File: src/rtl/alu_share_arb_pkg.sv
// Opcode encoding and shared constants for the two-port ALU arbiter.
// Opcodes at or above OP_ILLEGAL_MIN are accepted but flagged as errors.
package alu_share_arb_pkg;

   localparam int OP_W    = 4;
   localparam int NUM_REQ = 2;

   typedef enum logic [OP_W-1:0] {
      ALU_AND  = 4'b0000,
      ALU_OR   = 4'b0001,
      ALU_ADD  = 4'b0010,
      ALU_SUB  = 4'b0011,
      ALU_XOR  = 4'b0100,
      ALU_SLL  = 4'b0101,
      ALU_SRL  = 4'b0110,
      ALU_SRA  = 4'b0111,
      ALU_EQ   = 4'b1000,
      ALU_SLT  = 4'b1001,
      ALU_BGE  = 4'b1010,
      ALU_BLT  = 4'b1011,
      ALU_BNE  = 4'b1100,
      ALU_JALR = 4'b1101
   } alu_op_e;

   localparam logic [OP_W-1:0] OP_ILLEGAL_MIN = 4'b1110;

   function automatic logic op_supported(input logic [OP_W-1:0] op);
      return op < OP_ILLEGAL_MIN;
   endfunction

endpackage

File: src/rtl/alu_share_arb_rsp.sv
// alu_rsp_buf: one-entry result buffer; loads on write, empties when the consumer takes it.
// Contents hold stable while valid and not ready; a same-cycle drain+write keeps it full.
module alu_rsp_buf #(
   parameter int DATA_WIDTH = 32
) (
   input  logic                  clk,
   input  logic                  reset,
   input  logic                  wr_vld_i,
   input  logic [DATA_WIDTH-1:0] wr_result_i,
   input  logic                  wr_err_i,
   output logic                  rsp_valid_o,
   input  logic                  rsp_ready_i,
   output logic [DATA_WIDTH-1:0] rsp_result_o,
   output logic                  rsp_err_o
);

   typedef struct packed {
      logic [DATA_WIDTH-1:0] result;
      logic                  err;
   } rsp_t;

   logic valid_q, valid_d;
   rsp_t dat_q, dat_d;

   always_comb begin
      valid_d = valid_q;
      dat_d   = dat_q;
      if (wr_vld_i) begin
         valid_d = 1'b1;
         dat_d   = '{result: wr_result_i, err: wr_err_i};
      end else if (rsp_ready_i) begin
         valid_d = 1'b0;
      end
   end

   always_ff @(posedge clk or posedge reset) begin
      if (reset) begin
         valid_q <= 1'b0;
         dat_q   <= '0;
      end else begin
         valid_q <= valid_d;
         dat_q   <= dat_d;
      end
   end

   assign rsp_valid_o  = valid_q;
   assign rsp_result_o = dat_q.result;
   assign rsp_err_o    = dat_q.err;

endmodule

File: src/rtl/alu_share_arb.sv
// Arbitrates two requesters onto one combinational ALU; results land in per-port buffers one cycle later.
// A full, undrained buffer only blocks its own port. Round-robin enabled by ALU_SHARE_ARB_RR_EN.
module alu_share_arb
   import alu_share_arb_pkg::*;
#(
   parameter int DATA_WIDTH    = 32,
   parameter int OPCODE_LENGTH = 4
) (
   input  logic                     clk,
   input  logic                     reset,
   input  logic                     req0_valid,
   output logic                     req0_ready,
   input  logic [DATA_WIDTH-1:0]    req0_a,
   input  logic [DATA_WIDTH-1:0]    req0_b,
   input  logic [OPCODE_LENGTH-1:0] req0_op,
   output logic                     rsp0_valid,
   input  logic                     rsp0_ready,
   output logic [DATA_WIDTH-1:0]    rsp0_result,
   output logic                     rsp0_err,
   input  logic                     req1_valid,
   output logic                     req1_ready,
   input  logic [DATA_WIDTH-1:0]    req1_a,
   input  logic [DATA_WIDTH-1:0]    req1_b,
   input  logic [OPCODE_LENGTH-1:0] req1_op,
   output logic                     rsp1_valid,
   input  logic                     rsp1_ready,
   output logic [DATA_WIDTH-1:0]    rsp1_result,
   output logic                     rsp1_err,
   output logic [DATA_WIDTH-1:0]    alu_srca,
   output logic [DATA_WIDTH-1:0]    alu_srcb,
   output logic [OPCODE_LENGTH-1:0] alu_op,
   input  logic [DATA_WIDTH-1:0]    alu_result
);

   logic [NUM_REQ-1:0]       elig;
   logic [NUM_REQ-1:0]       gnt;
   logic [DATA_WIDTH-1:0]    sel_a, sel_b;
   logic [OPCODE_LENGTH-1:0] sel_op;
   logic                     sel_ok;
   logic [DATA_WIDTH-1:0]    wr_result;
   logic                     wr_err;

   // A port may issue when its buffer is free or is being emptied this same cycle.
   assign elig[0] = req0_valid && (!rsp0_valid || rsp0_ready);
   assign elig[1] = req1_valid && (!rsp1_valid || rsp1_ready);

`ifdef ALU_SHARE_ARB_RR_EN
   logic prio_q, prio_d;

   always_comb begin
      gnt    = '0;
      prio_d = prio_q;
      if (!reset) begin
         if (elig[0] && elig[1]) begin
            gnt[prio_q] = 1'b1;
         end else begin
            gnt = elig;
         end
      end
      if (|gnt) begin
         prio_d = gnt[0];
      end
   end

   always_ff @(posedge clk or posedge reset) begin
      if (reset) begin
         prio_q <= 1'b0;
      end else begin
         prio_q <= prio_d;
      end
   end
`else
   always_comb begin
      gnt = '0;
      if (!reset) begin
         if (elig[0]) begin
            gnt[0] = 1'b1;
         end else if (elig[1]) begin
            gnt[1] = 1'b1;
         end
      end
   end
`endif

   assign req0_ready = gnt[0];
   assign req1_ready = gnt[1];

   always_comb begin
      sel_a  = '0;
      sel_b  = '0;
      sel_op = '0;
      if (gnt[0]) begin
         sel_a  = req0_a;
         sel_b  = req0_b;
         sel_op = req0_op;
      end else if (gnt[1]) begin
         sel_a  = req1_a;
         sel_b  = req1_b;
         sel_op = req1_op;
      end
   end

   // Unsupported opcodes still occupy the ALU slot but present AND and store a zero result.
   assign sel_ok    = op_supported(sel_op[OP_W-1:0]) && ((sel_op >> OP_W) == '0);
   assign alu_srca  = sel_a;
   assign alu_srcb  = sel_b;
   assign alu_op    = sel_ok ? sel_op : '0;
   assign wr_result = sel_ok ? alu_result : '0;
   assign wr_err    = !sel_ok;

   alu_rsp_buf #(
      .DATA_WIDTH (DATA_WIDTH)
   ) u_rsp_buf0 (
      .clk          (clk),
      .reset        (reset),
      .wr_vld_i     (gnt[0]),
      .wr_result_i  (wr_result),
      .wr_err_i     (wr_err),
      .rsp_valid_o  (rsp0_valid),
      .rsp_ready_i  (rsp0_ready),
      .rsp_result_o (rsp0_result),
      .rsp_err_o    (rsp0_err)
   );

   alu_rsp_buf #(
      .DATA_WIDTH (DATA_WIDTH)
   ) u_rsp_buf1 (
      .clk          (clk),
      .reset        (reset),
      .wr_vld_i     (gnt[1]),
      .wr_result_i  (wr_result),
      .wr_err_i     (wr_err),
      .rsp_valid_o  (rsp1_valid),
      .rsp_ready_i  (rsp1_ready),
      .rsp_result_o (rsp1_result),
      .rsp_err_o    (rsp1_err)
   );

endmodule
File: config.mk
export PLATFORM = sky130hd
export DESIGN_NAME = alu_share_arb
export DESIGN_NICKNAME = d
export VERILOG_FILES = /design/src/rtl/alu_share_arb_pkg.sv /design/src/rtl/alu_share_arb_rsp.sv /design/src/rtl/alu_share_arb.sv
export SDC_FILE = /design/constraint.sdc
export NUM_CORES = 1
export LEC_CHECK = 0
export BUFFER_PORTS_ARGS = -buffer_cell sky130_fd_sc_hd__buf_2
export CAP_MARGIN = 40
export CORE_AREA = 2 2 122 124
export DETAILED_ROUTE_END_ITERATION = 16
export DIE_AREA = 0 0 124 126
export GPL_TIMING_DRIVEN = 0
export PLACE_DENSITY = 0.63
export SYNTH_ARGS = -nofsm -noshare
export SYNTH_HDL_FRONTEND = slang
export SYNTH_SLANG_ARGS = --single-unit
export TNS_END_PERCENT = 100
File: constraint.sdc
create_clock -name clk -period 4.1 [get_ports clk]
set_input_delay 1.025 -clock clk [delete_from_list [all_inputs] [get_ports clk]]
set_output_delay 1.025 -clock clk [all_outputs]
set_load 0.01 [all_outputs]
=== Word level (Yosys, flattened, before mapping) ===
Cells that the tools add are included.

* Register bits: 68
* Input port bits: 174
* Logic and storage cells: 32
* Output and inout bits: 138

* Mux-type cells: 16
* Magnitude comparators: 1
* Reductions and logical operators: 9

{| class="wikitable"
|+ Operators by type and width
! cell !! count
|-
| 32-bit two-way mux || 5
|-
| 4-bit two-way mux || 3
|-
| 1-bit two-way mux || 7
|-
| 4-bit < comparator (second input constant) || 1
|-
| 2-bit nonzero test || 2
|-
| 1-bit logical NOT || 3
|-
| 1-bit logical AND || 2
|-
| 1-bit logical OR || 2
|-
| 2-bit two-way mux || 1
|}

=== Depth between registers and ports, before layout ===
Gate-level depths: netlist of run 1.

* Depth after elaboration: 10
* Gate-level depth with buffers: 9
* Gate-level depth less buffers: 5

=== Cells and area by module ===
A second synthesis of run 1 with hierarchy kept.

* Cell total of the unflattened synthesis: 289
* Area total of the unflattened synthesis: 3862.5 µm²

{| class="wikitable"
|+ By module, submodules not included
! module !! cells an instance !! instances !! area each (µm²)
|-
| alu_rsp_buf || 74 || 2 || 1417.6
|-
| alu_share_arb || 141 || 1 || 1027.2
|}

=== Least setup slack after synthesis of run 1 ===
No wires, ideal clock.

* Path kind: input port to output port
* Start: input rsp0_ready
* End: output alu_op[2]
* Stages on the path: 7
* Path slack: 0.723 ns
* Arrival: 2.352 ns
* Path through: nand2b_4 buf_6 a211o_1 buf_6 a211oi_4 buf_6 a21oi_2

* Word-level cells in the longest chain between the ends: 8
* Elaborated cells between the ends (all ways): 9

{| class="wikitable"
|+ Ends and longest elaborated chain
! what !! line !! source
|-
| from (decl) || alu_share_arb.sv:17 || <nowiki>input logic rsp0_ready,</nowiki>
|-
| 1-bit logical OR * || alu_share_arb.sv:44 || <nowiki>assign elig[0] = req0_valid && (!rsp0_valid || rsp0_ready);</nowiki>
|-
| 1-bit logical AND * || alu_share_arb.sv:44 ||
|-
| 1-bit two-way mux || alu_share_arb.sv:76 || <nowiki>if (elig[0]) begin</nowiki>
|-
| 2-bit two-way mux * || alu_share_arb.sv:75 || <nowiki>if (!reset) begin</nowiki>
|-
| 4-bit two-way mux || alu_share_arb.sv:96 || <nowiki>end else if (gnt[1]) begin</nowiki>
|-
| 4-bit two-way mux * || alu_share_arb.sv:92 || <nowiki>if (gnt[0]) begin</nowiki>
|-
| 4-bit < comparator || alu_share_arb_pkg.sv:28 || <nowiki>return op < OP_ILLEGAL_MIN;</nowiki>
|-
| 4-bit two-way mux * || alu_share_arb.sv:107 || <nowiki>assign alu_op = sel_ok ? sel_op : '0;</nowiki>
|-
| to (decl) || alu_share_arb.sv:31 || <nowiki>output logic [OPCODE_LENGTH-1:0] alu_op,</nowiki>
|}

Mark *: on every way between the ends. The rest lies on a longest branch, timed or not.

=== Final worst setup path of run 1 ===
* Start: input reset
* End: output alu_srcb[19]

* Word-level cells in the longest chain between the ends: 3

{| class="wikitable"
|+ Ends and longest elaborated chain
! what !! line !! source
|-
| from (decl) || alu_share_arb.sv:10 || <nowiki>input logic reset,</nowiki>
|-
| 2-bit two-way mux * || alu_share_arb.sv:75 ||
|-
| 32-bit two-way mux || alu_share_arb.sv:96 ||
|-
| 32-bit two-way mux * || alu_share_arb.sv:92 ||
|-
| to (decl) || alu_share_arb.sv:30 || <nowiki>output logic [DATA_WIDTH-1:0] alu_srcb,</nowiki>
|}

Marks and branches as above.

==> run_results.csv, run 1 <==
group,metric,value,unit
status,status,"completed",
synth,ys_top_cells_by_area,"dfrtp_1 48%, a22o_1 16%, mux2i_1 9.0%",
power,ir_drop,0.000219,V
drt,dr.first_iter.drc_count,123,
worst_setup_path,r2r_cells,7,
floorplanning,dieArea,15600,um^2
floorplanning,fp.dieW,124,um
worst_setup_path,cp_data_required_time,3.07,ns
floorplanning,fp-row-count,44,
sta,skew,0.00369,ns
power,p_switching,750,uW
run,cap_violations,0,
sta,slew_violations,0,
worst_setup_path,path_cells,"buf_2, nor2b_1, nand2_1, inv_2, clkbuf_4, buf_2, a22o_1, buf_2",
cts,cts_tree,"yes",
synth,synth_warnings,0,
worst_setup_path,crit_type,"input port to output port",
synth,syn_nets,529,
cts,htreeDepth,3,
drt,firstDrtPassIters,4,
floorplanning,io_pins,312,
worst_setup_path,rr_startpoint,"u_rsp_buf0.rsp_valid_o$_DFFE_PP0P_",
cts,cts_root_buffer,"clkbuf_16",
power,p_leak,0.00309,uW
global_routing,grt_util_met1,0.232,
worst_setup_path,crit_start,"reset",
place,io_buffer_count,311,
power,p_clk_frac,0.361,
drt,routed_via_density,4.75,
drt,wire_per_inst,18.3,um
cts,postCtsHoldBufs,0,
global_routing,antenna_found_initial,3,
final_layout,area_delta_synth_final,60.6,%
global_routing,busiest_layer,"met2",
sta,rsz0062_at_grt,"no",
global_routing,grt_pass1_wl,23000,um
global_routing,grt_usage,0.196,
global_routing,grt-ovfl-total,0,
worst_setup_path,crit_path_frequent_cell,"buf_2",
final_layout,final-seq-area,1700,um^2
drt,ant_nets,0,
floorplanning,die_y,126,um
worst_setup_path,cp_data_arrival_time,2.88,ns
worst_setup_path,path_max_fanout,10,
worst_setup_path,r2r_end,"u_rsp_buf1.rsp_result_o[31]$_DFFE_PP0N_",
final_layout,layout_common_cells,"329 x buf_2, 68 x dfrtp_1, 65 x a22o_1",
global_routing,met3_usage,0.0412,
sta,setup_tns,0,ns
worst_setup_path,start_kind,"input port",
final_layout,layout_commonest_cell,"buf_2",
cts,clock-sinks,68,
power,report.power.total,2470,uW
power,p_int,1720,uW
sta,whs,0.484,ns
sta,setup_viol,0,
cts,cts.clk_slew.worst_paths,0.05,ns
power,swShare,0.303,
power,seq_power_share,0.356,
sta,fmax,0.256,GHz
drt,finalWirelength,15900,um
sta,worst_pin_slew,0.622,ns
floorplanning,core-area,14300,um^2
worst_setup_path,max_stage_delay,0.30,ns
synth,syn-instance-count,355,
min_path,hold_path_depth,1,
power,power_per_cell_area,432,nW/um^2
global_routing,grt_max_degree,42,
final_layout,fillers,1519,
cts,cts_inserted_buffers,9,
cts,clockBufferDepth,2,
synth,synth_largest_area_cell,"dfrtp_1",
global_routing,grt_pass1_vias,4055,
final_layout,drive_above_1_share,0.531,
worst_setup_path,end_kind,"output port",
place,finalWeightedCongestion,0.867,
final_layout,fin_nets,852,
min_path,hp-start,"u_rsp_buf1.rsp_err_o$_DFFE_PP0N_",
global_routing,use_met2,0.347,
worst_setup_path,ff2ff_setup_slack,1.98,ns
worst_setup_path,slowest_stage,"nand2_1",
min_path,hold_path_end,"u_rsp_buf1.rsp_err_o$_DFFE_PP0N_",
drt,route.detailed.drc,0,
place,place_hpwl,12900,um
drt,vias,4129,
sta,layout_worst_path_cycle_share,0.953,
synth,synth_top_area_frac,0.477,
worst_setup_path,critical_path_buf_inv_count,5,
min_path,hold_path.class,"register to register",
synth,synth_seq_cells,68,
sta,max_slew_margin,0.584,
sta,min_period,3.91,ns
power,pwr-share-comb,0.283,
final_layout,multi_input_area,1650,um^2
synth,seq_area_frac_synth,0.477,
cts,worstSkewPairLatency,0.33,ns
synth,ys_types,26,
synth,synth_area_per_cell,10.0,um^2
sta,hold_violations,0,
floorplanning,initial_utilization,0.249,
worst_setup_path,critical_path.top_delay_family,"buffers and inverters",
synth,syn-cell-area,3560,um^2
[repair_timing]
item / CTS / global route
setup buffers: 0 / 0
endpoints found under the setup margin: 0 / 30
endpoints found under the hold margin: 0 / 0
resized for setup: 0 / 3
[how the worst max path moves through the flow]
| stage | to | slack [ns] | cells past startpoint |
|---|---|---|---|
| final | alu_srcb[19] | 0.19 | 8 |
| after global routing | alu_srcb[19] | 0.005 | 8 |
| after CTS | alu_srcb[29] | 0.09 | 8 |
| after detailed placement | alu_srcb[29] | 0.09 | 8 |
| after global placement | alu_srcb[29] | 0.13 | 8 |
| after floorplan | alu_op[2] | 0.72 | 7 |
[layer usage]
| metal | up-vias | part of all wire |
|---|---|---|
| met1 | 1967 | 0.39 |
| met2 | 197 | 0.51 |
| met5 | - | 0.00069 |
| met4 | 2 | 0.020 |
| met3 | 23 | 0.081 |
| li1 | 1940 | - |
[through the flow]
stage / setup slack [ns] / cells / utilization / cell area, um^2
finish: 0.195 / 869 / 0.400 / 5720
global route: 0.00475 / 869 / 0.400 / 5720
floorplan: 0.723 / 355 / - / 3560
CTS: 0.0917 / 867 / 0.399 / 5720
detailed placement: 0.0893 / 851 / 0.375 / 5370
global placement: 0.128 / 850 / 0.374 / 5350
[area by class of cell]
cell class | instances | area share
antenna | 2 | 0.000874
buffer | 36 | 0.0363
clock buffer | 10 | 0.0400
clock inverter | 6 | 0.0197
inverter | 3 | 0.00240
multi-input combinational | 248 | 0.288
sequential | 68 | 0.297
tap | 184 | 0.0402
timing repair buffer | 312 | 0.275
[flip-flops by register name (all words and copies together) (netlist names)]
name / flops
u_rsp_buf0.rsp_err_o: 1
u_rsp_buf0.rsp_result_o: 32
u_rsp_buf0.rsp_valid_o: 1
u_rsp_buf1.rsp_valid_o: 1
u_rsp_buf1.rsp_result_o: 32
u_rsp_buf1.rsp_err_o: 1
[cells in the mapped netlist]
cell type   n
a21o_1      2
nor2b_1     3
buf_1       1
nand2b_1    2
inv_2       1
a21oi_1    31
nand2b_4    1
mux2i_1    32
inv_1       2
nor3_1     32
nand2_1     2
buf_6       5
a31oi_1     2
a22oi_1     3
clkbuf_1    9
dfrtp_1    68
a22o_1     65
buf_4       2
a21oi_2     4
nand4_1     1
and3_1      1
buf_2      19
nor4b_4     1
nor2_1     64
a211oi_4    1
a211o_1     1
[power by group through the flow]
stage / clock network [uW] / logic (uW) / registers [uW]
after floorplan: 0 / 280 / 957
after global routing: 932 / 770 / 899
after global placement: 0 / 698 / 890
after CTS: 911 / 710 / 881
after detailed placement: 0 / 710 / 889
final: 894 / 700 / 881
[cell families after synthesis]
kind of cell / share of synthesized area
AND/OR/NAND/NOR: 0.137
multiplexers: 0.0899
buffers and inverters: 0.0604
flip-flops: 0.477
AO/OA/AOI/OAI: 0.235
Power figures use the tool's default switching activity.
==> run 2, diff against run 1 <==
- PLACE_DENSITY: 0.63 -> unset
- PLACE_DENSITY_LB_ADDON: unset -> 0.15
==> run_results.csv, run 2 (synthesized netlist as in run 1, its figures left out) <==
group,metric,value,unit
final_layout,layout_common_cells,"330 x buf_2, 68 x dfrtp_1, 65 x a22o_1",
sta,fmax,0.258,GHz
cts,post-cts-setup-buffers,0,
cts,postCtsHoldBufs,0,
final_layout,multi_input_area,1650,um^2
power,p_leak,0.00307,uW
final_layout,stdcell_count,870,
sta,hold_violations,0,
cts,cts.clk_slew.worst_paths,0.06,ns
final_layout,fin_area,5700,um^2
drt,wire_per_inst,17.6,um
cts,cts_inserted_buffers,9,
drt,ant_nets,0,
worst_setup_path,ff2ff_setup_slack,2.01,ns
cts,worstSkewPairLatency,0.33,ns
cts,cts_root_buffer,"clkbuf_16",
worst_setup_path,path_max_fanout,10,
floorplanning,fp.dieW,124,um
worst_setup_path,cp_data_arrival_time,2.85,ns
final_layout,layout_commonest_cell,"buf_2",
drt,dr.first_iter.drc_count,169,
worst_setup_path,rr_startpoint,"u_rsp_buf0.rsp_valid_o$_DFFE_PP0P_",
place,dp.cells,851,
sta,worst_slack,0.221,ns
sta,setup_tns,0,ns
global_routing,grt-ovfl-total,0,
final_layout,fillers,1528,
sta,min_period,3.88,ns
sta,skew,0.00493,ns
sta,rsz0062_at_grt,"no",
drt,finalWirelength,15300,um
global_routing,grt_pass1_wl,22000,um
worst_setup_path,end_kind,"output port",
status,status,"completed",
power,power_per_cell_area,418,nW/um^2
cts,clockBufferDepth,2,
final_layout,drive_above_1_share,0.533,
place,place_area,5370,um^2
worst_setup_path,cp_data_required_time,3.07,ns
floorplanning,die_y,126,um
drt,vias,4078,
place,io_buffer_count,311,
floorplanning,io_pins,312,
floorplanning,dieArea,15600,um^2
floorplanning,core-area,14300,um^2
place,place_hpwl,12300,um
final_layout,final-seq-area,1700,um^2
worst_setup_path,r2r_cells,7,
drt,route.detailed.drc,0,
min_path,hold_path.class,"register to register",
final_layout,fin_nets,852,
worst_setup_path,cp-endpoint,"alu_srcb[29]",
sta,slew_violations,0,
worst_setup_path,crit_type,"input port to output port",
sta,layout_worst_path_cycle_share,0.946,
drt,routed_via_density,4.69,
global_routing,grt_usage,0.185,
cts,cts_tree,"yes",
floorplanning,fp-row-count,44,
sta,worst_pin_slew,0.635,ns
final_layout,area_delta_synth_final,59.8,%
floorplanning,initial_utilization,0.249,
sta,whs,0.480,ns
global_routing,antenna_found_initial,3,
place,finalWeightedCongestion,0.796,
cts,htreeDepth,3,
worst_setup_path,start_kind,"input port",
place,preCtsSetupSlack,0.0575,ns
global_routing,grt_pass1_vias,4163,
power,ir_drop,0.000226,V
global_routing,grt_max_degree,41,
sta,max_slew_margin,0.577,
worst_setup_path,r2r_end,"u_rsp_buf0.rsp_result_o[27]$_DFFE_PP0P_",
cts,clock-sinks,68,
drt,firstDrtPassIters,4,
worst_setup_path,crit_start,"reset",
run,cap_violations,0,
sta,setup_viol,0,
-- run 2: layer usage --
layer | share of wire | vias up | global-route usage | wire [um]
li1 | - | 1938 | - | -
met1 | 0.38 | 1950 | 0.194 | 5760
met2 | 0.52 | 173 | 0.348 | 8010
met3 | 0.082 | 17 | 0.0498 | 1250
met4 | 0.016 | 0 | 0.0681 | 250
met5 | 0 | - | 0 | 0
-- run 2: layout make-up --
| cell class | instances | share of cell area |
|---|---|---|
| Sequential cell | 68 | 0.299 |
| Multi-Input combinational cell | 248 | 0.290 |
| Timing Repair Buffer | 312 | 0.277 |
| Clock buffer | 11 | 0.0444 |
| Tap cell | 184 | 0.0404 |
| Buffer | 36 | 0.0358 |
| Clock inverter | 5 | 0.0103 |
| Inverter | 3 | 0.00242 |
| Antenna cell | 3 | 0.00132 |
-- run 2: worst min-delay path by stage --
stage,start,to,slack [ns],depth (start not counted)
floorplan,u_rsp_buf1.rsp_err_o$_DFFE_PP0N_,u_rsp_buf1.rsp_err_o$_DFFE_PP0N_,0.52,1
global placement,u_rsp_buf1.rsp_err_o$_DFFE_PP0N_,u_rsp_buf1.rsp_err_o$_DFFE_PP0N_,0.46,1
detailed placement,u_rsp_buf1.rsp_err_o$_DFFE_PP0N_,u_rsp_buf1.rsp_err_o$_DFFE_PP0N_,0.47,1
CTS,u_rsp_buf1.rsp_err_o$_DFFE_PP0N_,u_rsp_buf1.rsp_err_o$_DFFE_PP0N_,0.48,1
global route,u_rsp_buf1.rsp_err_o$_DFFE_PP0N_,u_rsp_buf1.rsp_err_o$_DFFE_PP0N_,0.49,1
finish,u_rsp_buf1.rsp_err_o$_DFFE_PP0N_,u_rsp_buf1.rsp_err_o$_DFFE_PP0N_,0.48,1
-- run 2: metrics by stage --
stage / total power, uW / utilization
finish: 2380 / 0.398
CTS: 2410 / 0.397
global route: 2510 / 0.398
floorplan: 1240 / -
global placement: 1580 / 0.374
detailed placement: 1600 / 0.375
-- run 2: report_power, final --
part	total [uW]	internal (uW)	leakage, uW	switching, uW
logic	692	320	0.00213	372
registers	880	809	0.000793	71.2
clock network	806	505	0.000148	301
total	2380	1630	0.00307	744
-- run 2: what timing repair did --
item | in CTS | in global routing
setup endpoints to repair | 0 | 30
gates resized for setup | 0 | 1
endpoints found under the hold margin | 0 | 0
-- run 2: worst max-delay path: stages --
cell and delay [ns]:
buf_2 0.12, nor2b_1 0.32, nand2_2 0.23, inv_2 0.21, buf_2 0.33, buf_2 0.28
a22o_1 0.20, buf_2 0.14
